## src/rtl/instruction_cache.sv

```systemverilog
// Direct-mapped, read-only instruction cache with a block refill over a request/busy handshake.
// Define ICACHE_STATS_EN to add saturating HIT_COUNT / MISS_COUNT statistics ports.
module instruction_cache #(
  parameter int ADDR_WIDTH     = 32,
  parameter int NUM_LINES      = 8,
  parameter int WORDS_PER_LINE = 4,
  localparam int OFFSET_W      = $clog2(WORDS_PER_LINE) + 2
) (
  input  logic                           CLK,
  input  logic                           RESET,
  input  logic                           READ,
  input  logic [ADDR_WIDTH-1:0]          PC,
  output logic [31:0]                    INSTRUCTION,
  output logic                           BUSYWAIT,
  output logic                           MEM_READ,
  output logic [ADDR_WIDTH-OFFSET_W-1:0] MEM_ADDRESS,
  input  logic [32*WORDS_PER_LINE-1:0]   MEM_READDATA,
  input  logic                           MEM_BUSYWAIT
`ifdef ICACHE_STATS_EN
  ,
  output logic [31:0]                    HIT_COUNT,
  output logic [31:0]                    MISS_COUNT
`endif
);

  localparam int INDEX_W = $clog2(NUM_LINES);
  localparam int BLOCK_W = ADDR_WIDTH - OFFSET_W;
  localparam int TAG_W   = BLOCK_W - INDEX_W;
  localparam int WORD_W  = OFFSET_W - 2;
  localparam logic [31:0] NOP = 32'h0000_0013;

  typedef enum logic [1:0] {IDLE, MEM_RD, UPDATE} state_t;

  state_t state, next_state;

  logic [NUM_LINES-1:0] valid;
  logic [TAG_W-1:0]     tag_store  [NUM_LINES];
  logic [31:0]          data_store [NUM_LINES][WORDS_PER_LINE];
  logic [BLOCK_W-1:0]   miss_addr;

  logic [WORD_W-1:0]  offset;
  logic [INDEX_W-1:0] index;
  logic [TAG_W-1:0]   tag;
  logic [INDEX_W-1:0] miss_index;
  logic [TAG_W-1:0]   miss_tag;
  logic               hit;
  logic               start_miss;
  logic               refill_done;
  logic               unused_pc_bits;

  // PC[1:0] is ignored: fetches are always word aligned.
  assign unused_pc_bits = ^PC[1:0];

  assign offset     = PC[OFFSET_W-1:2];
  assign index      = PC[OFFSET_W+INDEX_W-1:OFFSET_W];
  assign tag        = PC[ADDR_WIDTH-1:OFFSET_W+INDEX_W];
  assign miss_index = miss_addr[INDEX_W-1:0];
  assign miss_tag   = miss_addr[BLOCK_W-1:INDEX_W];

  assign hit         = READ & valid[index] & (tag_store[index] == tag);
  assign start_miss  = (state == IDLE) & READ & ~hit;
  assign refill_done = (state == MEM_RD) & ~MEM_BUSYWAIT;

  // NOTE: sequential state uses non-blocking assignments so every register samples pre-edge values.
  always_ff @(posedge CLK or posedge RESET) begin
    if (RESET) state <= IDLE;
    else       state <= next_state;
  end

  always_comb begin
    next_state = state;
    unique case (state)
      IDLE:    if (start_miss)    next_state = MEM_RD;
      MEM_RD:  if (!MEM_BUSYWAIT) next_state = UPDATE;
      UPDATE:                     next_state = IDLE;
      default:                    next_state = IDLE;
    endcase
  end

  always_comb begin
    INSTRUCTION = hit ? data_store[index][offset] : NOP;
    BUSYWAIT    = (state == IDLE) ? (READ & ~hit) : 1'b1;
    MEM_READ    = (state == MEM_RD);
    MEM_ADDRESS = (state == MEM_RD) ? miss_addr : '0;
  end

  // Clearing the valid bits is what invalidates the cache; a half-fetched block is never marked valid.
  always_ff @(posedge CLK or posedge RESET) begin
    if (RESET) begin
      valid     <= '0;
      miss_addr <= '0;
    end else begin
      if (start_miss)  miss_addr         <= PC[ADDR_WIDTH-1:OFFSET_W];
      if (refill_done) valid[miss_index] <= 1'b1;
    end
  end

  // NOTE: tag and data arrays are deliberately not reset; valid bits alone guard their contents.
  always_ff @(posedge CLK) begin
    if (refill_done) begin
      tag_store[miss_index] <= miss_tag;
      for (int w = 0; w < WORDS_PER_LINE; w++)
        data_store[miss_index][w] <= MEM_READDATA[32*w +: 32];
    end
  end

`ifdef ICACHE_STATS_EN
  always_ff @(posedge CLK or posedge RESET) begin
    if (RESET) begin
      HIT_COUNT  <= '0;
      MISS_COUNT <= '0;
    end else begin
      if ((state == IDLE) && hit && (HIT_COUNT != 32'hFFFF_FFFF))
        HIT_COUNT <= HIT_COUNT + 32'd1;
      if (start_miss && (MISS_COUNT != 32'hFFFF_FFFF))
        MISS_COUNT <= MISS_COUNT + 32'd1;
    end
  end
`endif

endmodule

```

## config.mk

```make
export PLATFORM = sky130hd
export DESIGN_NAME = instruction_cache
export DESIGN_NICKNAME = d
export VERILOG_FILES = /design/src/rtl/instruction_cache.sv
export SDC_FILE = /design/constraint.sdc
export NUM_CORES = 1
export LEC_CHECK = 0
export ABC_AREA = 1
export CAP_MARGIN = 20
export CORE_ASPECT_RATIO = 0.9
export CORE_UTILIZATION = 30
export CTS_CLUSTER_DIAMETER = 100
export DETAILED_ROUTE_END_ITERATION = 7
export GPL_ROUTABILITY_DRIVEN = 1
export GPL_TIMING_DRIVEN = 0
export PLACE_DENSITY = 0.48
export SYNTH_ARGS = -nofsm -noshare
export SYNTH_HDL_FRONTEND = slang
export SYNTH_SLANG_ARGS = --single-unit
```

## constraint.sdc

```tcl
create_clock -name CLK -period 12.1 [get_ports CLK]
set_input_delay 1.815 -clock CLK [delete_from_list [all_inputs] [get_ports CLK]]
set_output_delay 1.815 -clock CLK [all_outputs]
set_load 0.01 [all_outputs]
```

==> flow_summary.ini, run 1 <==
[timing]
worst_pin_slew_ns = 1.15
fmax_mhz = 115
hold_violations = 0
slew_viol_final = 0
setup_viol = 0
setup_ws_ns = 3.38
rsz0062_at_grt = false
period_needed_ns = 8.72
period_share_pct = 72.1
skew_ns = 0.0347
timing.slew.headroom_pct = 23.1

[clocking]
clockBufferDepth = 3
cts_resized = 0
clock_sinks = 1262
clk_latency_ns = 0.78
htree_levels = 4
cts_buffers = 137
cts_tree = built
cts-root-buf = clkbuf_16
path_clk_slew_ns = 0.06
postCtsSetupBuffers = 0
cts_hold_buf = 0

[setup_path]
required_ns = 10.28
rrSetupSlack_ns = 8.94
cp_top_family = buffers and inverters
slowest_stage = nor3_1
crit_chain = clkdlybuf4s50_1, inv_2, buf_4, buf_2, buf_2, buf_2, nand2_1, nand3_1, a21oi_1, or2_0, nor3_1, clkdlybuf4s50_1
worstSetupPathType = input port to output pin
slowest_delay_ns = 0.81
cp.depth = 12
arrival_ns = 6.91
critPathBufInv = 7
crit_fanout = 10
worst_setup_path_start_kind = input port
path_common_cell = buf_2
reg2reg_depth = 9
cp-end-kind = output pin

[logic_synthesis]
seq_area_frac_synth_pct = 73.2
synth_cells = 4303
syn_area_per_cell_sq_um = 12.0
synth_compound_area_share_pct = 5.43
synthSimpleGateAreaFrac_pct = 17.2
synth_xor_area_share_pct = 0
syn_nets = 4467
synthesis.area_sq_mm = 0.0515
synthAdderAreaFrac_pct = 0
synth_top_family_by_area = simple AND/OR/NAND/NOR gates
synth-seq-cells = 1262
synth_cell_types = 27
synth-warning-count = 0
post_synth_mux_area_share_pct = 0

[flow_run]
max_cap_violations = 0

[run_status]
status = finished, final reports clean

[min_path]
hp-class = register to register
whs_path_depth = 1

[global_route]
grt_max_degree = 31
gr-usage-all-layers_pct = 21.3
grt_pass1_wl_um = 262000
antenna_found_initial = 35
overflow = 0
grt_pass1_vias = 33700

[final_layout]
most-common-layout-cells = edfxtp_1, nand2_1, nand3_1, a21oi_1, clkdlybuf4s50_1
syn2layout_area_growth_pct = 20.7
final_cells = 7095
fin_nets = 4893
fill_cells = 16700
drive_gt1_share_pct = 8.70
final_common_cell = edfxtp_1

[placement]
place_hpwl_um = 131000
dp_cells = 6837
gp_congestion = 0.858
port_buffers = 221
dp_slack_ns = 3.47

[detailed_routing]
avgViaCountPerCell = 5.07
dr.pass1.iters = 5
wl_um = 188000
wl_per_cell_um = 26.5
drc_errors = 0
vias = 36000
drtIter0Drc = 3731
drtAntennaViolNets = 0

[floorplan]
initial_core_util_pct = 30.4
core_sq_mm = 0.170
die_w_um = 439
die_area_sq_mm = 0.173
rows = 143
fp.dieH_um = 395
ios = 226

[power_and_ir_drop]
power.share.sequential_pct = 50.7
p_per_area_mw_per_mm2 = 168
p_sw_uw = 2730
p_leak_uw = 0.0221
ir_worst_vdd_uv = 101
power_frac_clock_pct = 38.0
power_frac_comb_pct = 11.2
swShare_pct = 26.2
internal_power_uw = 7710
-- worst register-to-register path: stages, from the launching register on --
cell and delay, ns:
dfrtp_1 0.40, nor2_1 0.16, inv_1 0.09, nor2_1 0.12
nand2_1 0.30, nor2_4 0.83, buf_12 0.28, buf_12 0.22
buf_16 0.20, buf_12 0.21
-- power by group through the flow --
stage,Combinational [uW],Clock (uW),Sequential [uW]
2_1_floorplan,531,0,5390
4_1_cts,1170,4030,5300
6_report,1170,3970,5300
3_5_place_dp,1170,0,5390
5_1_grt,1250,4200,5320
3_3_place_gp,1070,0,5520
-- registers in the layout (all words and copies together) (netlist names) --
| signal | cells |
|---|---|
| miss_addr | 28 |
| state | 2 |
| valid | 8 |
| data_store | 1024 |
| tag_store | 200 |
-- cell families after synthesis --
family,Yosys count
flip-flops,1262
AO/OA/AOI/OAI,487
AND/OR/NAND/NOR,2092
buffers and inverters,462
-- path summary, 6_finish.rpt --
check | startpoint | endpoint
max | PC[6] | INSTRUCTION[7]
min in group asynchronous | RESET | miss_addr[19]
min reg2reg | valid[3] | valid[3]
max reg2reg | state[1] | data_store[2][102]
max in group asynchronous | RESET | miss_addr[1]
min | valid[3] | valid[3]
-- cells in the mapped netlist (all sizes together) --
cell type,instances,area (sq um)
nor2,203,762
nand4,5,31.3
dfrtp,38,951
nor3,31,155
a22oi,95,713
o21ai,94,470
o221ai,18,158
inv,186,698
buf,195,1140
o211ai,16,120
or2,35,219
nand3,656,3280
a21o,1,7.51
nand3b,13,97.6
a21oi,255,1280
clkbuf,81,304
nor3b,1,7.51
nand2,1148,4310
edfxtp,1224,36800
o22ai,8,50.1
-- per-stage QoR --
step / hold WS, ns / power [uW] / utilization, % / instance area (sq um) / TNS, ns
3_3_place_gp: 0.441 / 6590 / 33.3 / 56500 / -6302.84
3_5_place_dp: 0.446 / 6560 / 34.2 / 58000 / 0
4_1_cts: 0.459 / 10500 / 36.7 / 62200 / 0
5_1_grt: 0.472 / 10800 / 36.7 / 62200 / 0
6_report: 0.464 / 10400 / 36.7 / 62200 / 0
2_1_floorplan: 0.428 / 5920 / - / 51500 / 0
-- layer usage --
| layer | routed length, um | global-route usage [%] | vias up |
|---|---|---|---|
| met3 | 13400 | 3.62 | 303 |
| li1 | - | - | 16100 |
| met2 | 88900 | 34.3 | 1486 |
| met5 | 39 | 0 | - |
| met1 | 79100 | 28.7 | 18000 |
| met4 | 6700 | 8.01 | 8 |
-- area by class of cell --
type	instances	area (sq um)	share of cell area, %
timing repair buffer	287	3640	5.85
tap	2247	2810	4.52
clock inverter	61	450	0.724
multi-input combinational	2579	11700	18.8
sequential	1262	37700	60.6
inverter	186	698	1.12
clock buffer	187	3700	5.95
buffer	276	1450	2.33
antenna	10	25.0	0.0402
(Power assumes the default switching activity.)
==> run 2: changes to the inputs <==
Settings changed: PLACE_DENSITY 0.48 to 0.5.
Clock period 12.1 ns to 7.5 ns, I/O delays scaled along.
==> flow_summary.ini, run 2 (synthesized netlist as in run 1, its figures left out) <==
[setup_path]
rrSetupSlack_ns = 4.41
cp-end-kind = output pin
worstSetupPathType = input port to output pin
critPathBufInv = 7
slowest_stage = nor3_1
reg2reg_depth = 10
required_ns = 6.38
worst_setup_path_start_kind = input port
crit_chain = clkdlybuf4s50_1, inv_2, buf_4, buf_2, buf_2, buf_2, nand2_1, nand3_1, a21oi_1, or2_1, nor3_1, clkdlybuf4s50_1
cp_top_family = buffers and inverters
crit_fanout = 10
slowest_delay_ns = 0.77
r2r-end = data_store[0][10]
cp.depth = 12
r2r-start = state[1]
path_common_cell = buf_2
arrival_ns = 6.04

[timing]
period_share_pct = 95.5
worst_pin_slew_ns = 1.13
slew_viol_final = 0
rsz0062_at_grt = false
setup_viol = 0
skew_ns = 0.0406
hold_violations = 0
period_needed_ns = 7.17
timing.slew.headroom_pct = 24.3
fmax_mhz = 140

[floorplan]
fp.dieH_um = 395
core_sq_mm = 0.170
ios = 226
rows = 143
die_area_sq_mm = 0.173
initial_core_util_pct = 30.4
die_w_um = 439

[final_layout]
largest_reg_flops = 1024
most-common-layout-cells = edfxtp_1, nand2_1, nand3_1, a21oi_1, clkdlybuf4s50_1
fin_nets = 4891
syn2layout_area_growth_pct = 21.1
post-route-util_pct = 36.8
top_register = data_store
drive_gt1_share_pct = 9.03
final_common_cell = edfxtp_1
top_regs = data_store x1024, tag_store x200, miss_addr x28

[detailed_routing]
vias = 35900
drc_errors = 0
wl_per_cell_um = 26.2
dr.pass1.iters = 6
avgViaCountPerCell = 5.06
drtIter0Drc = 3903
wl_um = 186000
drtAntennaViolNets = 0

[clocking]
clk_latency_ns = 0.80
cts_buffers = 137
path_clk_slew_ns = 0.06
cts-root-buf = clkbuf_16
clockBufferDepth = 3
postCtsSetupBuffers = 0
clock_sinks = 1262
cts_hold_buf = 0
cts_tree = built
cts_resized = 0
htree_levels = 4

[power_and_ir_drop]
p_leak_uw = 0.0222
p_per_area_mw_per_mm2 = 274
ir_worst_vdd_uv = 209
power.total_uw = 17100

[global_route]
grt_max_degree = 28
grtUsageMet1_pct = 28.2
grtUsageMet3_pct = 3.35
top_usage_layer = met2
antenna_found_initial = 35
gr-usage-all-layers_pct = 21.1
grt_pass1_vias = 33700
met2_usage_pct = 33.8
grt_pass1_wl_um = 259000
overflow = 0

[run_status]
status = finished, final reports clean

[min_path]
min_to = valid[0]
hp-class = register to register
hold_path_startpoint = valid[0]
whs_path_depth = 1

[placement]
place_hpwl_um = 128000
gp_congestion = 0.884
port_buffers = 221

[flow_run]
max_cap_violations = 0
==> run 2: final cells by class <==
class | count | area (sq um)
buffer | 276 | 1450
clock inverter | 78 | 721
timing repair buffer | 285 | 3600
multi-input combinational | 2579 | 11700
clock buffer | 175 | 3660
sequential | 1262 | 37700
fill | 16500 | 107000
inverter | 186 | 698
tap | 2247 | 2810
antenna | 9 | 22.5
==> run 2: metal layers <==
metal	part of all wire, %	wire length (um)
met5	0.0048	9
met2	47	87700
met1	42	77200
met4	3.9	7260
met3	7.3	13500
==> run 2: worst register-to-register path, cell delays in order (launching register included) <==
cell and delay [ns]:
dfrtp_1 0.39, nor2_1 0.14, inv_1 0.09, nor2_1 0.12, nand2_1 0.28, nor2_4 0.50, buf_12 0.25, buf_12 0.23
buf_12 0.26, buf_12 0.27, buf_12 0.25
==> run 2: where the power goes <==
part           total, uW  switching [uW]  internal [uW]
combinational       1870            1300            570
sequential          8550             242           8310
clock               6680            2970           3720
total              17100            4510          12600
==> run 2: worst max path at each step <==
stage                            to         start
finish               INSTRUCTION[8]         PC[6]
global route        INSTRUCTION[27]         PC[6]
CTS                 INSTRUCTION[28]         PC[6]
detailed placement  INSTRUCTION[28]         PC[6]
global placement           valid[6]  MEM_BUSYWAIT
floorplan                  valid[0]  MEM_BUSYWAIT
==> run 2: stage by stage <==
step | std cells | area [sq um] | TNS [ns] | worst slack, ns | hold slack (ns)
global route | 7096 | 62400 | 0 | 0.410 | 0.494
floorplan | 4303 | 51500 | -940.71 | -1.00 | 0.428
global placement | 6771 | 56500 | -9943.83 | -9.38 | 0.445
CTS | 7088 | 62400 | 0 | 0.384 | 0.464
detailed placement | 6835 | 58000 | 0 | 0.394 | 0.449
finish | 7097 | 62400 | 0 | 0.334 | 0.461
